==> src/rtl/coil_drive_sequencer.sv <==
// Mote loop-current sequencer: config handshake, break-before-make polarity switching,
// half-period counting and edge-gap watchdog. Optional continuous mode: COIL_SEQ_CONT_EN.
module coil_drive_sequencer #(
  parameter int unsigned DEAD_CYCLES = 8,
  parameter int unsigned TICK_DIV    = 10000,
  parameter int unsigned TIMEOUT_MS  = 1000
) (
  input  logic       CLK_IN,
  input  logic       rst,
  input  logic       cfg_valid,
  input  logic [3:0] cfg_data,
  output logic       cfg_ready,
  input  logic       edge_in,
  output logic       drv_pos,
  output logic       drv_neg,
  output logic       busy,
  output logic       done,
  output logic       timeout_err,
  output logic       overrun,
  output logic [4:0] half_cnt
);

  localparam int unsigned TW = $clog2(TICK_DIV + 1);
  localparam int unsigned MW = $clog2(TIMEOUT_MS + 1);

  typedef enum logic [2:0] {S_IDLE, S_ARMED, S_DEAD, S_DRIVE, S_DONE} state_t;

  state_t        state;
  logic [TW-1:0] tick_cnt;
  logic [MW-1:0] ms_cnt;
  logic [7:0]    dead_cnt;
  logic [4:0]    target;
  logic          pol;
  logic          cont;
  logic          tick;
  logic          wd_hit;

  assign tick   = (32'(tick_cnt) == TICK_DIV - 1);
  // Abort lands on the tick that would bring the ms count to TIMEOUT_MS.
  assign wd_hit = tick && ((32'(ms_cnt) + 32'd1) >= TIMEOUT_MS);

  always_ff @(posedge CLK_IN) begin
    if (rst) begin
      state       <= S_IDLE;
      cfg_ready   <= 1'b1;
      busy        <= 1'b0;
      drv_pos     <= 1'b0;
      drv_neg     <= 1'b0;
      done        <= 1'b0;
      timeout_err <= 1'b0;
      overrun     <= 1'b0;
      half_cnt    <= '0;
      tick_cnt    <= '0;
      ms_cnt      <= '0;
      dead_cnt    <= '0;
      target      <= '0;
      pol         <= 1'b0;
      cont        <= 1'b0;
    end else begin
      done <= 1'b0;
      if (tick) begin
        tick_cnt <= '0;
        if (32'(ms_cnt) < TIMEOUT_MS) ms_cnt <= ms_cnt + MW'(1);
      end else begin
        tick_cnt <= tick_cnt + TW'(1);
      end

      case (state)
        S_IDLE: begin
          if (cfg_valid && cfg_ready) begin
            state       <= S_ARMED;
            cfg_ready   <= 1'b0;
            busy        <= 1'b1;
            target      <= {1'b0, cfg_data[2:0], 1'b0} + 5'd2;
            pol         <= cfg_data[3];
`ifdef COIL_SEQ_CONT_EN
            cont        <= (cfg_data[2:0] == 3'b111);
`else
            cont        <= 1'b0;
`endif
            half_cnt    <= '0;
            timeout_err <= 1'b0;
            overrun     <= 1'b0;
            tick_cnt    <= '0;
            ms_cnt      <= '0;
          end
        end

        S_ARMED, S_DRIVE: begin
          // Edge is checked first so it wins over a coincident watchdog tick.
          if (edge_in) begin
            tick_cnt <= '0;
            ms_cnt   <= '0;
            dead_cnt <= 8'(DEAD_CYCLES);
            drv_pos  <= 1'b0;
            drv_neg  <= 1'b0;
            if (state == S_ARMED) begin
              state <= S_DEAD;
            end else begin
              if (!(cont && half_cnt == 5'd31)) half_cnt <= half_cnt + 5'd1;
              if (!cont && (half_cnt + 5'd1) == target) begin
                state <= S_DONE;
                done  <= 1'b1;
              end else begin
                state <= S_DEAD;
                pol   <= ~pol;
              end
            end
          end else if (wd_hit) begin
            drv_pos <= 1'b0;
            drv_neg <= 1'b0;
            if (cont) begin
              state <= S_DONE;
              done  <= 1'b1;
            end else begin
              state       <= S_IDLE;
              cfg_ready   <= 1'b1;
              busy        <= 1'b0;
              timeout_err <= 1'b1;
            end
          end
        end

        S_DEAD: begin
          if (edge_in) overrun <= 1'b1;
          if (dead_cnt == 8'd0) begin
            state   <= S_DRIVE;
            drv_pos <= ~pol;
            drv_neg <= pol;
          end else begin
            dead_cnt <= dead_cnt - 8'd1;
          end
        end

        S_DONE: begin
          state     <= S_IDLE;
          cfg_ready <= 1'b1;
          busy      <= 1'b0;
        end

        default: begin
          state     <= S_IDLE;
          cfg_ready <= 1'b1;
          busy      <= 1'b0;
          drv_pos   <= 1'b0;
          drv_neg   <= 1'b0;
        end
      endcase
    end
  end

endmodule

==> config.mk <==
export PLATFORM = sky130hd
export DESIGN_NAME = coil_drive_sequencer
export DESIGN_NICKNAME = d
export VERILOG_FILES = /design/src/rtl/coil_drive_sequencer.sv
export SDC_FILE = /design/constraint.sdc
export NUM_CORES = 1
export LEC_CHECK = 0
export ABC_AREA = 0
export BUFFER_PORTS_ARGS = -buffer_cell sky130_fd_sc_hd__buf_4
export CELL_PAD_IN_SITES_DETAIL_PLACEMENT = 2
export CELL_PAD_IN_SITES_GLOBAL_PLACEMENT = 2
export CORE_MARGIN = 10
export CORE_UTILIZATION = 36
export DETAILED_ROUTE_END_ITERATION = 6
export PLACE_DENSITY = 0.88
export SYNTH_ARGS = -nofsm -noshare
export SYNTH_HDL_FRONTEND = slang
export SYNTH_SLANG_ARGS = --single-unit
==> constraint.sdc <==
create_clock -name CLK_IN -period 3.1 [get_ports CLK_IN]
set_input_delay 0.775 -clock CLK_IN [delete_from_list [all_inputs] [get_ports CLK_IN]]
set_output_delay 0.775 -clock CLK_IN [all_outputs]
set_load 0.005 [all_outputs]
* After elaboration in Yosys (flattened, before gate mapping) *
Index checks and enable logic that the tools add are counted.

storage, ports and cells
  input bits = 8
  output and inout bits = 12
  register bits after elaboration = 53
  word-level logic and storage cells = 107

cells by class
  reductions and logical operators = 19
  bitwise operators = 5
  add/sub/neg operators = 6
  $lt $le $gt $ge = 2
  muxes and demuxes = 45
  eq/ne operators = 16

operators by type and width
  cell                                                                 count
  2-to-1 mux 14 bit                                                    3
  2-to-1 mux 10 bit                                                    4
  case mux 14 bit (2 select lines)                                     1
  case mux 10 bit (2 select lines)                                     1
  2-to-1 mux 3 bit                                                     6
  inequality test 2 bit, second input constant                         9
  2-to-1 mux 8 bit                                                     2
  case mux 8 bit (2 select lines)                                      1
  2-to-1 mux 1 bit                                                     15
  2-to-1 mux 5 bit                                                     3
  adder 14 x 1 -> 14 bit, second input constant                        1
  == test 14 bit, second input constant                                1
  case mux 1 bit (3 select lines)                                      4
  AND reduction 3 bit                                                  4
  AND reduction 4 bit                                                  3
  adder 10 x 1 -> 11 bit, second input constant                        1
  greater-or-equal comparator 11 x 10 -> 1 bit, second input constant  1
  adder 10 x 1 -> 10 bit, second input constant                        1
  < comparator 10 bit, second input constant                           1
  case mux 5 bit (2 select lines)                                      1
  case mux 3 bit (3 select lines)                                      1
  logical NOT 8 bit                                                    1
  subtractor 8 x 1 -> 8 bit, second input constant                     1
  == test 3 x 2 -> 1 bit, second input constant                        2
  15 further kinds                                                     25

* Depth between registers and ports, before layout *
Gate-level depths: netlist of the first run.

  word-level depth = 6
  gate-level depth with buffers = 8
  mapped depth without buffers = 8

* Worst setup path after synthesis of the first run *
Ideal clock, no wire load.

  path kind = register -> register
  start = register tick_cnt[5]
  end = register drv_pos
  stages on the path, launching flop included = 7
  setup slack = 0.925 ns
  required time = 2.979 ns
  library setup time = 0.121 ns
  period minus slack after synthesis = 2.175 ns
  arrival = 2.054 ns
  path buffers = 0
  cell sequence = dfxtp_1 -> or4_4 -> nor4_4 -> nand2_2 -> a2111oi_4 -> o221ai_2 -> mux2_4

on the way
  word-level cells in the longest chain between the ends = 4

RTL lines
  element                          line  text
  from (decl)                      29    logic [TW-1:0] tick_cnt;
  from (signal assigned)           65    tick_cnt <= tick_cnt + TW'(1);
  == test 14 bit                   38    assign tick = (32'(tick_cnt) == TICK_DIV - 1);
  logical AND 1 bit                40    assign wd_hit = tick && ((32'(ms_cnt) + 32'd1) >= TIMEOUT_MS);
  inequality test 3 bit (no line)  --
  AND reduction 3 bit (no line)    --
  to (signal assigned)             128   drv_pos <= ~pol;
  to (decl)                        14    output logic drv_pos,

No other way between the ends.
A chain may end at the register's enable or synchronous reset.

* Worst setup path after layout of the first run *
Same ends and word-level chain as after synthesis.

==> results of run 1 <==
## cell type report
type,instances,area share [%]
clock buffer,7,3.16
multi-input combinational,247,51.3
sequential,52,34.2
timing repair buffer,21,5.17
inverter,9,1.11
tap,99,4.07
clock inverter,1,0.986
## path summary, 6_finish.rpt
kind                          startpoint                endpoint  slack [ns]  depth (start not counted)
setup reg to reg  tick_cnt[5]$_SDFF_PP0_    drv_pos$_SDFFE_PP0P_        0.71                          6
hold / removal    tick_cnt[0]$_SDFF_PP0_  tick_cnt[0]$_SDFF_PP0_        0.47                          1
hold reg to reg   tick_cnt[0]$_SDFF_PP0_  tick_cnt[0]$_SDFF_PP0_        0.47                          1
setup / recovery  tick_cnt[5]$_SDFF_PP0_    drv_pos$_SDFFE_PP0P_        0.71                          6
## through the flow
stage	power (mW)	setup slack (ns)	std cells	hold slack [ns]	util (%)
after global routing	1.56	0.477	436	0.490	42.0
final	1.48	0.709	436	0.472	42.0
after floorplan	0.897	0.925	318	0.418	-
after global placement	0.956	0.774	428	0.430	40.3
after CTS	1.50	0.694	436	0.474	42.0
after detailed placement	0.974	0.711	428	0.442	40.3
## registers in the layout, summed over array words and instances (netlist names), 3 cells and up
name      flops
state         3
target        4
ms_cnt       10
tick_cnt     14
dead_cnt      8
half_cnt      5
## synthesized netlist by cell type (2+ instances only)
| cell | number |
|---|---|
| a211oi_1 | 2 |
| a21oi_1 | 14 |
| a22oi_1 | 2 |
| a311oi_1 | 2 |
| and2_1 | 6 |
| and2_2 | 2 |
| and3_1 | 4 |
| and4_1 | 2 |
| clkbuf_1 | 9 |
| dfxtp_1 | 52 |
| ha_1 | 7 |
| inv_1 | 9 |
| mux2i_1 | 6 |
| nand2_1 | 31 |
| nand2b_1 | 7 |
| nand3_1 | 18 |
| nand3b_1 | 4 |
| nand4_1 | 4 |
| nand4b_1 | 4 |
| nor2_1 | 50 |
| nor2b_1 | 2 |
| nor3_1 | 8 |
| nor4_1 | 5 |
| nor4b_1 | 2 |
| o211ai_1 | 2 |
| o21ai_0 | 10 |
| or2_2 | 2 |
| or3_1 | 3 |
| or4_1 | 2 |
| xnor2_1 | 15 |
| xor2_1 | 15 |
## power groups by stage
stage | registers (mW) | clock network (mW) | logic, mW
2_1_floorplan | 0.739 | 0 | 0.158
3_3_place_gp | 0.748 | 0 | 0.208
3_5_place_dp | 0.752 | 0 | 0.223
4_1_cts | 0.737 | 0.541 | 0.225
5_1_grt | 0.743 | 0.562 | 0.252
6_report | 0.736 | 0.522 | 0.222
## cells in the final DEF (no fill, tap or decap), types with 3 or more instances in the layout
cell type,count
a21oi_1,14
and2_1,6
and3_1,4
buf_4,21
clkbuf_8,7
dfxtp_1,52
ha_1,7
inv_1,9
mux2i_1,6
nand2_1,31
nand2b_1,7
nand3_1,18
nand3b_1,4
nand4_1,4
nand4b_1,4
nor2_1,50
nor3_1,8
nor4_1,5
o21ai_0,10
or3_1,3
xnor2_1,15
xor2_1,15
## metal layers
layer  global-route usage [%]  vias to the layer above
met3                     2.48                        6
met2                     23.3                       32
met4                     3.58                        0
met5                        0                        -
met1                     15.9                     1160
li1                         -                     1138
## cell families (layout without fill, tap and decap cells)
kind of cell / count (synthesis) / in the layout / synth area share [%]
muxes: 8 / 8 / 3.23
and+or+nand+nor: 161 / 161 / 30.9
adders and majority gates: 7 / 7 / 3.27
AOI/OAI and AO/OA: 41 / 41 / 11.2
buffers and inverters: 19 / 38 / 2.66
DFF: 52 / 52 / 38.9
xor gates and xnor gates: 30 / 30 / 9.82
==> impl_metrics.tcl, run 1 <==
set metrics [dict create \
    routed_wl_mm 7.20 \
    cp-start-kind "register" \
    root_buffer "clkbuf_8" \
    cp_num_buf_inv 0 \
    cts_sinks 52 \
    rows 31 \
    initial_core_util_pct 36.9 \
    fmax_mhz 418 \
    post_cts_buffers 0 \
    drt-initial-drc-count 68 \
    layout-drive-gt1-share_pct 12.5 \
    grt_setup_unrepaired "false" \
    synth.area.top_cells "dfxtp_1 39%, nor2_1 7.0%, xnor2_1 4.9%" \
    synth_top_area_share_pct 38.9 \
    crit_path_end_kind "register" \
    crit_family "simple AND/OR/NAND/NOR gates" \
    relSlewSlack_pct 47.2 \
    syn_inst 318 \
    core_area_um2 7250 \
    maxCapViolations 0 \
    hold_path_class "register to register" \
    clock_power_share_pct 35.3 \
    fin_skew_ns 0.0109 \
    ys_warn_count 0 \
    grt_pass1_vias 2447 \
    cts_tree "built" \
    power.share.switching_pct 27.6 \
    p_int_mw 1.07 \
    setup_violations 0 \
    postLayoutCellArea_um2 3050 \
    ys_types 48 \
    yosysTopAreaCell "dfxtp_1" \
    synth-seq-cells 52 \
    slew_violations 0 \
    nets 351 \
    dr_wl_met3_um 176 \
    top_layer_used "met4" \
    p_switching_mw 0.408 \
    max_stage_delay_ns 0.56 \
    num_vias 2336 \
    clk_pin_slew_worst_paths_ns 0.10 \
    grtUsageTotal_pct 13.2 \
    firstDrtPassIters 4 \
    place_hpwl_mm 5.27 \
    ys.flop_type "dfxtp_1" \
    h-tree-depth 2 \
    io_pins 20 \
    dieArea_um2 11300 \
    status "completed" \
    seqPwrFrac_pct 49.8 \
    antenna_left 0 \
    peakVddDrop_mv 0.246 \
    met1_length_mm 3.32 \
    post_drt_wl_per_cell_um 16.5 \
    multiInputGateArea_um2 1560 \
    tightest_slew_ns 0.786 \
    cp_data_required_time_ns 3.31 \
    min_period_over_period_pct 77.1 \
    die_w_um 106 \
    final-seq-area_um2 1040 \
    cp_cell_sequence "or4_4, nor4_4, nand2_2, a2111oi_4, o221ai_2, mux2_4" \
    comb_power_share_pct 15.0 \
    clock_tree.buffer_depth 2 \
    die_h_um 106 \
    ctsHoldBuffers 0 \
    power.leakage_nw 1.13 \
    synth_nets 333 \
    critPathMaxFanout 6 \
    cts_inserted_buffers 5 \
    crit_slowest_cell "or4_4" \
    synth_edf_count 0 \
    fill_cells 847 \
    layout_min_cycle_time_ns 2.39 \
    antenna_cells 0 \
    grt_overflow 0 \
    synthArstFlopShare_pct 0 \
    drc_errors 0 \
    arrival_ns 2.60 \
    yosysSeqAreaShare_pct 38.9 \
    met2_length_mm 3.63 \
    grt_start_max_net_pins 28 \
    worstSetupPathType "register to register" \
    cellPowerDensity_nw_per_um2 486 \
    syn_area_um2 2680 \
    placement.cell_area_um2 2920 \
    antenna_found_initial 0 \
    areaGrowthSynthToFinish_pct 13.8 \
    vias_per_cell 5.36 \
    grt_pass1_wl_mm 12.5 \
    place.gp.congestion 0.784 \
    clk_latency_ns 0.31 \
    syn_area_per_cell_um2 8.42 \
    hold_viol 0 \
    post_cts_resized 0 \
    port_buffers 19 \
    setup_tns_ns 0 \
]
Power figures use the tool's default switching activity.
==> run 2: changes to the inputs <==
--- a/config.mk
+++ b/config.mk
@@ -10,9 +10,9 @@
 export CELL_PAD_IN_SITES_DETAIL_PLACEMENT = 2
 export CELL_PAD_IN_SITES_GLOBAL_PLACEMENT = 2
 export CORE_MARGIN = 10
-export CORE_UTILIZATION = 36
+export CORE_UTILIZATION = 33
 export DETAILED_ROUTE_END_ITERATION = 6
-export PLACE_DENSITY = 0.88
+export PLACE_DENSITY = 0.85
 export SYNTH_ARGS = -nofsm -noshare
 export SYNTH_HDL_FRONTEND = slang
 export SYNTH_SLANG_ARGS = --single-unit
==> constraint.sdc (replaced) <==
create_clock -name CLK_IN -period 2.1 [get_ports CLK_IN]
set_input_delay 0.525 -clock CLK_IN [delete_from_list [all_inputs] [get_ports CLK_IN]]
set_output_delay 0.525 -clock CLK_IN [all_outputs]
set_load 0.005 [all_outputs]
==> impl_metrics.tcl, run 2 (synthesis gave the netlist of run 1 again) <==
set metrics [dict create \
    die_w_um 110 \
    io_pins 20 \
    p_int_mw 1.43 \
    dp_slack_ns -0.0294 \
    status "finished with violations" \
    path_depth 7 \
    comb_power_share_pct 17.7 \
    slew_violations 0 \
    grt_pass1_vias 2762 \
    die_h_um 110 \
    antenna_cells 0 \
    crit_family "simple AND/OR/NAND/NOR gates" \
    tightest_slew_ns 0.403 \
    arrival_ns 2.33 \
    cellPowerDensity_nw_per_um2 611 \
    hold_path_class "primary input to register" \
    port_buffers 19 \
    grt_start_max_net_pins 28 \
    layout_commonest_cell "buf_4" \
    grt_setup_unrepaired "true" \
    cp_data_required_time_ns 2.31 \
    grt_overflow 0 \
    placement.cell_area_um2 3120 \
    fin_ws_ns -0.0265 \
    p_switching_mw 0.609 \
    antenna_found_initial 0 \
    place_hpwl_mm 5.77 \
    post_drt_wl_per_cell_um 17.6 \
    top_regs "tick_cnt x14, ms_cnt x10, dead_cnt x8" \
    final_cell_mix "51 x buf_4, 50 x nor2_1, 47 x dfxtp_1" \
    cts_tree "built" \
    hold_depth 2 \
    multiInputGateArea_um2 1620 \
    setup_tns_ns -0.0265 \
    grtUsageTotal_pct 13.8 \
    critPathMaxFanout 2 \
    stdcell_count 471 \
    areaGrowthSynthToFinish_pct 24.6 \
    hold_viol 0 \
    crit_path_end_kind "register" \
    core_area_um2 7810 \
    worstSetupPathType "register to register" \
    cp_num_buf_inv 1 \
    cts_sinks 52 \
    drc_errors 0 \
    fill_cells 904 \
    layout-drive-gt1-share_pct 23.3 \
    largest_register_ffs 14 \
    crit_slowest_cell "or4_4" \
    maxCapViolations 0 \
    place.gp.congestion 0.798 \
    clock_power_share_pct 28.9 \
    num_vias 2460 \
    routed_wl_mm 8.27 \
    initial_core_util_pct 34.3 \
    seqPwrFrac_pct 53.4 \
    r2r_cells 7 \
    clk_latency_ns 0.31 \
    firstDrtPassIters 4 \
    root_buffer "clkbuf_8" \
    fmax_mhz 470 \
    layout_min_cycle_time_ns 2.13 \
    max_stage_delay_ns 0.54 \
    cts_inserted_buffers 5 \
    rows 32 \
    place_inst 457 \
    clk_pin_slew_worst_paths_ns 0.10 \
    vias_per_cell 5.22 \
    min_period_over_period_pct 101 \
    setup_violations 1 \
    postLayoutCellArea_um2 3330 \
    h-tree-depth 2 \
    power.share.switching_pct 29.9 \
    drt-initial-drc-count 51 \
    largest-register "tick_cnt" \
    failed_checks "setup timing" \
    fin_skew_ns 0.0144 \
    nets 383 \
    cp-start-kind "register" \
    dieArea_um2 12100 \
    cp_cell_sequence "or4_4, nor4_4, buf_4, and4_4, or3_4, o221ai_2, mux2_4" \
    relSlewSlack_pct 73.1 \
    power.leakage_nw 1.28 \
    antenna_left 0 \
    peakVddDrop_mv 0.343 \
    final-seq-area_um2 1050 \
    p_total_mw 2.04 \
    clock_tree.buffer_depth 2 \
    grt_pass1_wl_mm 13.7 \
]
## run 2: cell types whose count changed in the layout (fill, tap and decap cells not counted), moves of 2 or more
| cell | change |
|---|---|
| clkbuf_1 | +2 |
| o21ai_0 | -2 |
| clkbuf_8 | -2 |
| dfxtp_2 | +4 |
| buf_4 | +30 |
| dfxtp_1 | -5 |
| ha_1 | -2 |
## run 2: cell type report
cell class	count	share of cell area (%)
inverter	9	1.01
timing repair buffer	53	12.4
multi-input combinational	247	48.7
clock buffer	7	2.29
tap	102	3.83
sequential	52	31.5
clock inverter	1	0.263
## run 2: power by group through the flow
stage,sequential [mW],clock [mW],combinational [mW]
2_1_floorplan,1.09,0,0.233
3_5_place_dp,1.11,0,0.359
3_3_place_gp,1.11,0,0.339
6_report,1.09,0.589,0.361
5_1_grt,1.10,0.654,0.409
4_1_cts,1.09,0.615,0.364
## run 2: path summary, 6_finish.rpt
check	from	endpoint	slack, ns
worst min register to register	tick_cnt[0]$_SDFF_PP0_	tick_cnt[0]$_SDFF_PP0_	0.42
worst min-delay path	cfg_data[0]	target[1]$_SDFFE_PP0P_	0.40
worst max-delay path	tick_cnt[5]$_SDFF_PP0_	drv_pos$_SDFFE_PP0P_	-0.03
worst max register to register	tick_cnt[5]$_SDFF_PP0_	drv_pos$_SDFFE_PP0P_	-0.03
## run 2: through the flow
stage	hold WS [ns]	utilization, %
3_3_place_gp	0.431	40.0
4_1_cts	0.396	41.5
6_report	0.402	42.7
2_1_floorplan	0.418	-
3_5_place_dp	0.448	40.0
5_1_grt	0.394	42.7
## run 2: layer usage
metal | vias up | part of all wire [%] | track usage (%) | routed length [µm]
li1 | 1200 | - | - | -
met4 | 0 | 0.81 | 2.70 | 67
met2 | 28 | 53 | 25.3 | 4390
met3 | 7 | 2.7 | 2.44 | 226
met1 | 1225 | 43 | 16.4 | 3590
met5 | - | 0 | 0 | 0
## run 2: timing repair
| item | CTS | global route |
|---|---|---|
| pin swaps | 1 | 8 |
| gates resized for setup | 4 | 18 |
| hold buffers | 0 | 0 |
| setup endpoints to repair | 3 | 14 |
| buffers inserted | 2 | 4 |
